## config.mk

```make
export PLATFORM = sky130hd
export DESIGN_NAME = sb_stream_initiator
export DESIGN_NICKNAME = d
export VERILOG_FILES = /design/src/rtl/sb_stream_pkg.sv /design/src/rtl/sb_expect_fifo.sv /design/src/rtl/sb_stream_initiator.sv
export SDC_FILE = /design/constraint.sdc
export NUM_CORES = 1
export LEC_CHECK = 0
export CORE_MARGIN = 10
export CORE_UTILIZATION = 40
export CTS_BUF_LIST = sky130_fd_sc_hd__clkbuf_8
export DETAILED_ROUTE_END_ITERATION = 10
export MAX_ROUTING_LAYER = met4
export PLACE_DENSITY_LB_ADDON = 0.3
export SYNTH_ARGS = -nofsm -noshare
export SYNTH_HDL_FRONTEND = slang
export SYNTH_SLANG_ARGS = --single-unit
```

## constraint.sdc

```tcl
create_clock -name clk -period 5 [get_ports clk]
set_input_delay 1.25 -clock clk [delete_from_list [all_inputs] [get_ports clk]]
set_output_delay 1.25 -clock clk [all_outputs]
set_load 0.01 [all_outputs]
```

## src/rtl/sb_stream_pkg.sv

```systemverilog
// Shared types and widths for the switchboard stream loopback initiator.
package sb_stream_pkg;

  typedef enum logic [1:0] {IDLE, RUN, DRAIN, DONE} state_t;

  localparam int PAYLOAD_W = 64;
  localparam int CNT_W     = 16;

  // Pointer width for a power-of-2 FIFO; a depth of 1 still needs one bit.
  function automatic int ptr_w(input int depth);
    return (depth > 1) ? $clog2(depth) : 1;
  endfunction

endpackage

```

## src/rtl/sb_expect_fifo.sv

```systemverilog
// DEPTH x W sync FIFO of expected replies; head is combinational from the read pointer.
// Push while full and pop while empty are ignored; clear empties it in one cycle.
module sb_expect_fifo
  import sb_stream_pkg::*;
#(
  parameter int DEPTH = 4,
  parameter int W     = PAYLOAD_W
) (
  input  logic                      clk,
  input  logic                      nreset,
  input  logic                      clear,
  input  logic                      push,
  input  logic                      pop,
  input  logic [W-1:0]              din,
  output logic [W-1:0]              head,
  output logic                      full,
  output logic                      empty,
  output logic [ptr_w(DEPTH):0]     count
);

  localparam int AW = ptr_w(DEPTH);

  logic [W-1:0]  mem [DEPTH];
  logic [AW-1:0] wr_ptr, rd_ptr;
  logic          do_push, do_pop;

  function automatic logic [AW-1:0] ptr_inc(input logic [AW-1:0] p);
    return (p == AW'(DEPTH - 1)) ? '0 : p + AW'(1);
  endfunction

  assign full    = (count == (AW + 1)'(DEPTH));
  assign empty   = (count == '0);
  assign head    = mem[rd_ptr];
  assign do_push = push && !full && !clear;
  assign do_pop  = pop && !empty && !clear;

  always_ff @(posedge clk) begin
    if (do_push) mem[wr_ptr] <= din;
  end

  always_ff @(posedge clk or negedge nreset) begin
    if (!nreset) begin
      wr_ptr <= '0;
      rd_ptr <= '0;
      count  <= '0;
    end else if (clear) begin
      wr_ptr <= '0;
      rd_ptr <= '0;
      count  <= '0;
    end else begin
      if (do_push) wr_ptr <= ptr_inc(wr_ptr);
      if (do_pop)  rd_ptr <= ptr_inc(rd_ptr);
      count <= count + (AW + 1)'(do_push) - (AW + 1)'(do_pop);
    end
  end

endmodule

```

## src/rtl/sb_stream_initiator.sv

```systemverilog
// Counting-payload stream source that checks replies equal payload+ADDEND; TX beat one cycle
// after start, never more than DEPTH replies outstanding; TX holds under !tx_ready, RX always ready while busy.
module sb_stream_initiator
  import sb_stream_pkg::*;
#(
  parameter int          DW      = 256,
  parameter int          N_PKTS  = 16,
  parameter logic [63:0] ADDEND  = 64'd42,
  parameter logic [63:0] SEED    = 64'h0,
  parameter logic [31:0] DEST    = 32'h0,
  parameter int          DEPTH   = 4,
  parameter int          TIMEOUT = 1024
) (
  input  logic             clk,
  input  logic             nreset,
  input  logic             start,
  output logic [DW-1:0]    tx_data,
  output logic [31:0]      tx_dest,
  output logic             tx_last,
  output logic             tx_valid,
  input  logic             tx_ready,
  input  logic [DW-1:0]    rx_data,
  input  logic [31:0]      rx_dest,
  input  logic             rx_last,
  input  logic             rx_valid,
  output logic             rx_ready,
  output logic             busy,
  output logic             done,
  output logic             pass,
  output logic             timeout,
  output logic [CNT_W-1:0] err_count,
  output logic [CNT_W-1:0] rx_count
);

  localparam int CW = ptr_w(DEPTH) + 1;
  localparam int TW = $clog2(TIMEOUT + 1);

  state_t               state;
  logic [PAYLOAD_W-1:0] payload, head;
  logic [CNT_W-1:0]     sent, sent_next, rxc_next, err_next;
  logic [TW-1:0]        idle_cnt;
  logic [CW-1:0]        occ, occ_next;
  logic                 fifo_full, fifo_empty, fifo_clear;
  logic                 tx_fire, rx_fire, pop, rx_bad;
  logic                 unused_rx;

  assign tx_dest   = DEST;
  assign tx_last   = 1'b1;
  assign rx_ready  = busy;
  assign unused_rx = |(rx_data >> PAYLOAD_W);

  always_comb begin
    tx_data                  = '0;
    tx_data[PAYLOAD_W-1:0]   = payload;
  end

  always_comb begin
    tx_fire    = tx_valid && tx_ready;
    rx_fire    = rx_valid && rx_ready;
    pop        = rx_fire && !fifo_empty;
    rx_bad     = rx_fire && (fifo_empty || (rx_data[PAYLOAD_W-1:0] != head) ||
                             !rx_last || (rx_dest != DEST));
    fifo_clear = start && ((state == IDLE) || (state == DONE));
    occ_next   = occ + CW'(tx_fire) - CW'(pop);
    sent_next  = sent + CNT_W'(tx_fire);
    rxc_next   = (rx_fire && (rx_count != '1)) ? rx_count + CNT_W'(1) : rx_count;
    err_next   = (rx_bad && (err_count != '1)) ? err_count + CNT_W'(1) : err_count;
  end

  sb_expect_fifo #(.DEPTH(DEPTH), .W(PAYLOAD_W)) u_expect (
    .clk    (clk),
    .nreset (nreset),
    .clear  (fifo_clear),
    .push   (tx_fire),
    .pop    (pop),
    .din    (payload + ADDEND),
    .head   (head),
    .full   (fifo_full),
    .empty  (fifo_empty),
    .count  (occ)
  );

  always_ff @(posedge clk or negedge nreset) begin
    if (!nreset) begin
      state     <= IDLE;
      payload   <= '0;
      sent      <= '0;
      idle_cnt  <= '0;
      tx_valid  <= 1'b0;
      busy      <= 1'b0;
      done      <= 1'b0;
      pass      <= 1'b0;
      timeout   <= 1'b0;
      err_count <= '0;
      rx_count  <= '0;
    end else begin
      case (state)
        IDLE, DONE: begin
          if (start) begin
            state     <= RUN;
            payload   <= SEED;
            sent      <= '0;
            tx_valid  <= 1'b1;
            busy      <= 1'b1;
            done      <= 1'b0;
            pass      <= 1'b0;
            timeout   <= 1'b0;
            err_count <= '0;
            rx_count  <= '0;
          end
        end
        RUN: begin
          rx_count  <= rxc_next;
          err_count <= err_next;
          sent      <= sent_next;
          if (tx_fire) payload <= payload + PAYLOAD_W'(1);
          // tx_valid looks at next-cycle occupancy so a full FIFO is never overrun
          if (sent_next == CNT_W'(N_PKTS)) begin
            state    <= DRAIN;
            tx_valid <= 1'b0;
            idle_cnt <= '0;
          end else begin
            tx_valid <= (occ_next < CW'(DEPTH)) && !fifo_full;
          end
        end
        DRAIN: begin
          rx_count  <= rxc_next;
          err_count <= err_next;
          if (occ_next == '0) begin
            state <= DONE;
            busy  <= 1'b0;
            done  <= 1'b1;
            pass  <= (err_next == '0) && (rxc_next == CNT_W'(N_PKTS));
          end else if (rx_fire) begin
            idle_cnt <= '0;
          end else if (idle_cnt == TW'(TIMEOUT - 1)) begin
            state   <= DONE;
            busy    <= 1'b0;
            done    <= 1'b1;
            timeout <= 1'b1;
            pass    <= 1'b0;
          end else begin
            idle_cnt <= idle_cnt + TW'(1);
          end
        end
        default: state <= IDLE;
      endcase
    end
  end

endmodule

```

# Yosys cells after proc, flatten, opt, wreduce, memory -nomap -nowiden
# Memories as Yosys holds them, arrays and structs flattened.
# Index checks and enable logic that the tools add are counted.
[word_totals]
register_bits = 137
ram_bits = 256
inputBits = 294
output_inout_bits = 327
elab_cells = 133
n_memories = 1
[op_classes]
add_sub_neg = 12
order_cmp = 1
eq_ne = 21
n_mux = 45
reduce_logical = 39
[memory_table]
columns = ["name", "depth", "word_bits", "rd", "rd_ports_with_merged_regs", "write_ports", "line_no", "rtl"]
rows = [
  ["u_expect.mem", 4, 64, 1, 0, 1, "sb_expect_fifo.sv:23", "logic [W-1:0] mem [DEPTH];"],
]
[op_table]
columns = ["operator", "n"]
rows = [
  ["$mux 64", 2],
  ["$pmux 64 s2", 1],
  ["$pmux 16 s2", 3],
  ["$add 64x1->64 const B", 1],
  ["$add 64x6->64 const B", 1],
  ["$ne 64x64->1", 1],
  ["$mux 16", 3],
  ["$mux 11", 4],
  ["$add 16x1->16 const B", 2],
  ["$eq 16x5->1 const B", 2],
  ["$ne 16x16->1 const B", 2],
  ["$reduce_bool 32->1", 1],
  ["$mux 2", 11],
  ["$pmux 11 s2", 1],
  ["$add 16x1->16", 1],
  ["$logic_not 16->1", 1],
  ["$logic_and 1x1->1", 13],
  ["$mux 1", 13],
  ["$reduce_and 4->1", 3],
  ["$add 11x1->11 const B", 1],
  ["$eq 11x10->1 const B", 1],
  ["$ne 2x2->1 const B", 5],
  ["$pmux 1 s2", 5],
  ["$reduce_bool 2->1", 5],
  ["other kinds (19)", 35],
]

# Logic depth before layout (Yosys ltp)
# An unclocked memory read counts as a cell.
[logic_depth]
ltp_word = 12
depth_mapped = 16
mapped_depth_nobuf = 15

# Modules after synthesis
# A second synthesis with hierarchy kept.
[hier_totals]
hier_cells = 1835
hier_area_um2 = 21224.1
[by_module_without_submodules]
columns = ["module", "n_inst", "cells_per_inst", "area_each_um2", "seq_area_each_um2"]
rows = [
  ["sb_stream_initiator", 1, 1454, 11522.3, 3253.1],
  ["sb_expect_fifo", 1, 381, 9701.8, 7862.5],
]

# Worst setup path before layout
# Ideal clock, no wire load.
[synth_timing]
path_kind = "input port to flip-flop"
startpoint = "input port rx_valid"
endpoint = "register pass"
setup_ps = 92
arrival_ps = 4077
required_time_ps = 4908
slack_ps = 831
cell_stages = 16
n_path_buf = 1
cell_sequence = "and2_1 > clkbuf_1 > nand2_1 > inv_1 > ha_1 > inv_1 > ha_1 > inv_1 > fa_1 > xnor2_1 > nand3b_1 > a211oi_1 > nand4_1 > a2111o_1 > a221o_1 > o31ai_2"
[synth_between]
elab_chain_len = 8
elab_cells_between_ends = 17
classes_between = "add/sub (1); eq/ne (3); mux (4); reduce/logical (9)"
[synth_lines]
columns = ["element", "line_no", "rtl"]
rows = [
  ["from (decl)", "sb_stream_initiator.sv:25", "input logic rx_valid,"],
  ["$logic_and 1x1->1 *", "sb_stream_initiator.sv:59", "rx_fire = rx_valid && rx_ready;"],
  ["parallel branches: the longest is 7 deep, another holds $sub 3x1->3", "n/a", ""],
  ["to (signal assigned)", "sb_stream_initiator.sv:133", "pass <= (err_next == '0) && (rxc_next == CNT_W'(N_PKTS));"],
  ["to (decl)", "sb_stream_initiator.sv:29", "output logic pass,"],
]
# Every way passes the cells marked *.
# A chain may end at the register's enable or synchronous reset.

# Final worst setup path
[layout_timing]
startpoint = "input port tx_ready"
endpoint = "register idle_cnt[3]"
[layout_between]
elab_chain_len = 6
elab_cells_between_ends = 9
classes_between = "add/sub (3); eq/ne (3); reduce/logical (3)"
[layout_lines]
columns = ["element", "line_no", "rtl"]
rows = [
  ["from (decl)", "sb_stream_initiator.sv:21", "input logic tx_ready,"],
  ["$logic_and 1x1->1 *", "sb_stream_initiator.sv:58", "tx_fire = tx_valid && tx_ready;"],
  ["parallel branches: the longest is 4 deep, another holds $add 16x1->16", "n/a", ""],
  ["$reduce_and 4->1 (no source line) *", "n/a", ""],
  ["to (signal assigned)", "sb_stream_initiator.sv:143", "idle_cnt <= idle_cnt + TW'(1);"],
  ["to (decl)", "sb_stream_initiator.sv:41", "logic [TW-1:0] idle_cnt;"],
]
# Marks and branches as above.

==> flow_summary.ini <==
[run_status]
status = finished, final reports clean

[drt]
drc = 0
drt.antenna.violating_nets = 0
met1_length_um = 25700
drt-initial-drc-count = 1009
route.met3.wl_um = 4460
dr.pass1.iters = 5
via_per_inst = 5.11
wl_per_cell_um = 21.4
met2_length_um = 27900
routed_wl_um = 59400
top_layer_used = met4
vias = 14200

[clock_tree]
numCtsBuffers = 68
cts_setup_buffers = 0
cts_sinks = 393
cts_hold_buffers = 0
clk_pin_slew_ns = 0.05
cts_resized = 0
clkLatencyLatePin_ns = 0.66
clock_path_buffers = 3
cts-root-buf = clkbuf_8
cts_tree = done
htree_levels = 3

[floorplanning]
die_area_um2 = 62100
die_w_um = 249
placementRows = 83
io_pins = 621
initial_utilization = 0.406
die_y_um = 249
coreArea_um2 = 51700

[synth]
ys_types = 68
synthMuxAreaShare = 0.0740
synthAdderAreaFrac = 0.0132
yosysSeqAreaShare = 0.529
synth_area_per_cell_um2 = 11.6
synth_flop_cell = edfxtp_1
synth-simple-area-share = 0.138
synthArstFlopShare = 0.349
synth-edff-count = 256
syn_inst = 1811
synth-xor-area-share = 0.0950
ys_seq_elements = 393
synth_top_family_by_area = simple AND/OR/NAND/NOR gates
yosys_warnings = 0
synth.cell_area_um2 = 21000
synth_compound_area_frac = 0.0489

[sta]
fmax_mhz = 239
fin_skew_ns = 0.0537
setup_viol = 0
hold_violations = 0
tightest_slew_ns = 0.900
final.setup.tns_ns = 0
max_slew_margin = 0.395
post-route-min-period_ns = 4.18
rsz0062_at_grt = false
slew_viol_final = 0
fin_crit_sh = 0.836

[critical_path]
crit_family = simple AND/OR/NAND/NOR gates
reg2reg_setup_slack_ns = 0.90
cp_cell_sequence = clkdlybuf4s50_1, nand2_1, inv_1, ha_1, ha_1, and3_1, nand3_1, nor3_1, nand3_1, a2111oi_0, buf_4, a41o_1, buf_4, nand4_1, xor2_1, nor2_1
cp_num_buf_inv = 4
cp.arrival_ns = 4.73
worst_setup_path_start_kind = input pin
timing.rr.start = u_expect.rd_ptr[0]
r2r_cells = 10
critical_path.max_fanout = 8
critical_path_class = in2reg
cp_slowest_cell = clkdlybuf4s50_1
worst-path-stages = 16
worstPathRequired_ns = 5.55
crit_path_end_kind = flop
worstReg2RegEnd = pass
max_stage_delay_ns = 0.53

[power]
p_total_mw = 9.59
p_per_area_nw_per_um2 = 394
p_leak_nw = 9.46
vdd_ir_drop_max_v = 0.000311

[grt]
antenna_found_initial = 4
grt_use_total = 0.189
grt_pass1_wl_um = 88800
grt.overflow.total = 0
grt_max_degree = 72
grt_pass1_vias = 14400

[hold_path]
hold_path.class = reg2reg
min_to = idle_cnt[1]
hold_start = idle_cnt[1]
hold_depth = 2

[placed_design]
place_congestion = 0.921
dp_hpwl_um = 43500
port_buffers = 203

[finish]
drive_gt1_frac = 0.0945
areaGrowthSynthToFinish_pct = 16.0
final_net_count = 2361

[flow_run]
maxCapViolCount = 0
-- layout by cell type, fill, tap and decap left out, types with 5 or more instances in the layout --
cell / count
o21ai_1: 8
ha_1: 19
clkdlybuf4s50_1: 202
or3_1: 21
nor3_1: 32
mux2i_1: 26
nor4_1: 20
nand3b_1: 5
xor2_1: 93
a21oi_1: 39
edfxtp_1: 256
clkinv_2: 5
nand4_1: 67
a211oi_1: 8
mux4_2: 55
nand3_1: 47
inv_1: 51
o22ai_1: 19
nor2_1: 142
dfrtp_1: 135
and2_1: 21
nand2b_1: 5
buf_4: 31
o21ai_0: 49
clkbuf_8: 73
a31oi_1: 9
and4_1: 14
and3_1: 31
buf_12: 6
nand2_1: 155
xnor2_1: 135
clkinv_1: 13
conb_1: 225
-- cell usage after synthesis, types with 3 or more instances --
cell / n / area (um2)
xnor2_1: 135 / 1180
or3_1: 21 / 131
or2_2: 3 / 18.8
clkbuf_1: 51 / 191
and2_1: 21 / 131
or4_1: 3 / 22.5
mux2_2: 4 / 45.0
buf_2: 12 / 60.1
nor2_1: 143 / 537
inv_1: 28 / 105
dfrtp_1: 137 / 3430
o31ai_1: 4 / 30.0
mux4_2: 55 / 1240
nand2_1: 155 / 582
ha_1: 19 / 238
and4_1: 14 / 123
edfxtp_1: 256 / 7690
nor2b_1: 4 / 25.0
xor2_1: 93 / 815
o21ai_1: 8 / 40.0
a21oi_1: 39 / 195
o21ai_0: 49 / 245
nand3_1: 47 / 235
buf_6: 4 / 45.0
a2111oi_0: 3 / 26.3
nand2b_1: 5 / 31.3
nand4_1: 67 / 419
buf_4: 230 / 1730
nor4_1: 20 / 125
mux2i_1: 26 / 260
a211oi_1: 8 / 60.1
nor3b_1: 3 / 22.5
nor3_1: 32 / 160
nand4b_1: 4 / 35.0
nand3b_1: 5 / 37.5
o22ai_1: 19 / 119
and3_1: 35 / 219
a31oi_1: 9 / 56.3
-- final cells by class --
cell class              instances  area (um2)
diodes                          3        7.51
clock buffers                  73        1000
clock inverters                47         274
fillers                      4703       27300
inverters                      29         109
multi-input cells            1314        8610
flip-flops and latches        393       11100
well taps                     680         851
repair buffers                240        2390
-- worst reg2reg max path, delay by kind of cell (launching register included) --
family	cells	cell delay, ns
buf+inv	1	0.23
mux	1	0.65
flops	1	0.91
xor+xnor	1	0.36
simple gates	3	0.96
compound gates	4	0.87
-- where the power goes --
part / total, mW / switching (mW) / internal, mW
logic: 2.75 / 1.66 / 1.09
clock network: 2.79 / 1.33 / 1.46
registers: 4.05 / 0.248 / 3.80
total: 9.59 / 3.24 / 6.35
-- how the worst max path moves through the flow --
stage,from,to,slack [ns]
4_1_cts,rx_valid,pass,0.82
3_5_place_dp,rx_valid,pass,0.19
6_report,tx_ready,idle_cnt[3],0.82
3_3_place_gp,rx_valid,pass,0.18
2_1_floorplan,rx_valid,pass,0.83
5_1_grt,tx_ready,idle_cnt[3],0.47
-- per-layer routing --
layer / GRT usage / up-vias
li1: - / 6537
met2: 0.286 / 536
met1: 0.242 / 7050
met4: 0.0552 / 0
met5: - / -
met3: 0.0535 / 77
-- state kept, by name, summed over array words and instances, names as in the netlist --
name,flops
busy,1
pass,1
u_expect.mem,256
u_expect.wr_ptr,2
u_expect.rd_ptr,2
done,1
idle_cnt,11
err_count,16
tx_valid,1
sent,16
state,2
payload,64
u_expect.count,3
rx_count,16
timeout,1
-- stage by stage --
stage / utilization / instances / hold slack [ns] / cell area (um2) / setup WS, ns
2_1_floorplan: - / 2034 / 0.467 / 21900 / 0.831
3_3_place_gp: 0.446 / 2656 / 0.487 / 23100 / 0.175
3_5_place_dp: 0.446 / 2656 / 0.507 / 23100 / 0.186
4_1_cts: 0.471 / 2776 / 0.519 / 24400 / 0.818
5_1_grt: 0.471 / 2779 / 0.530 / 24400 / 0.470
6_report: 0.471 / 2779 / 0.518 / 24400 / 0.819
-- kinds of logic (layout without fill, tap and decap cells) --
logic type | Yosys count | in the layout
AO/OA/AOI/OAI | 167 | 167
multiplexers | 86 | 86
AND/OR/NAND/NOR | 587 | 587
adder cells (fa/ha/maj) | 21 | 21
buffers and inverters | 327 | 389
XOR/XNOR | 228 | 228
other | 2 | 228
flip-flops | 393 | 393
No activity file was read; power rests on OpenSTA's default activity.
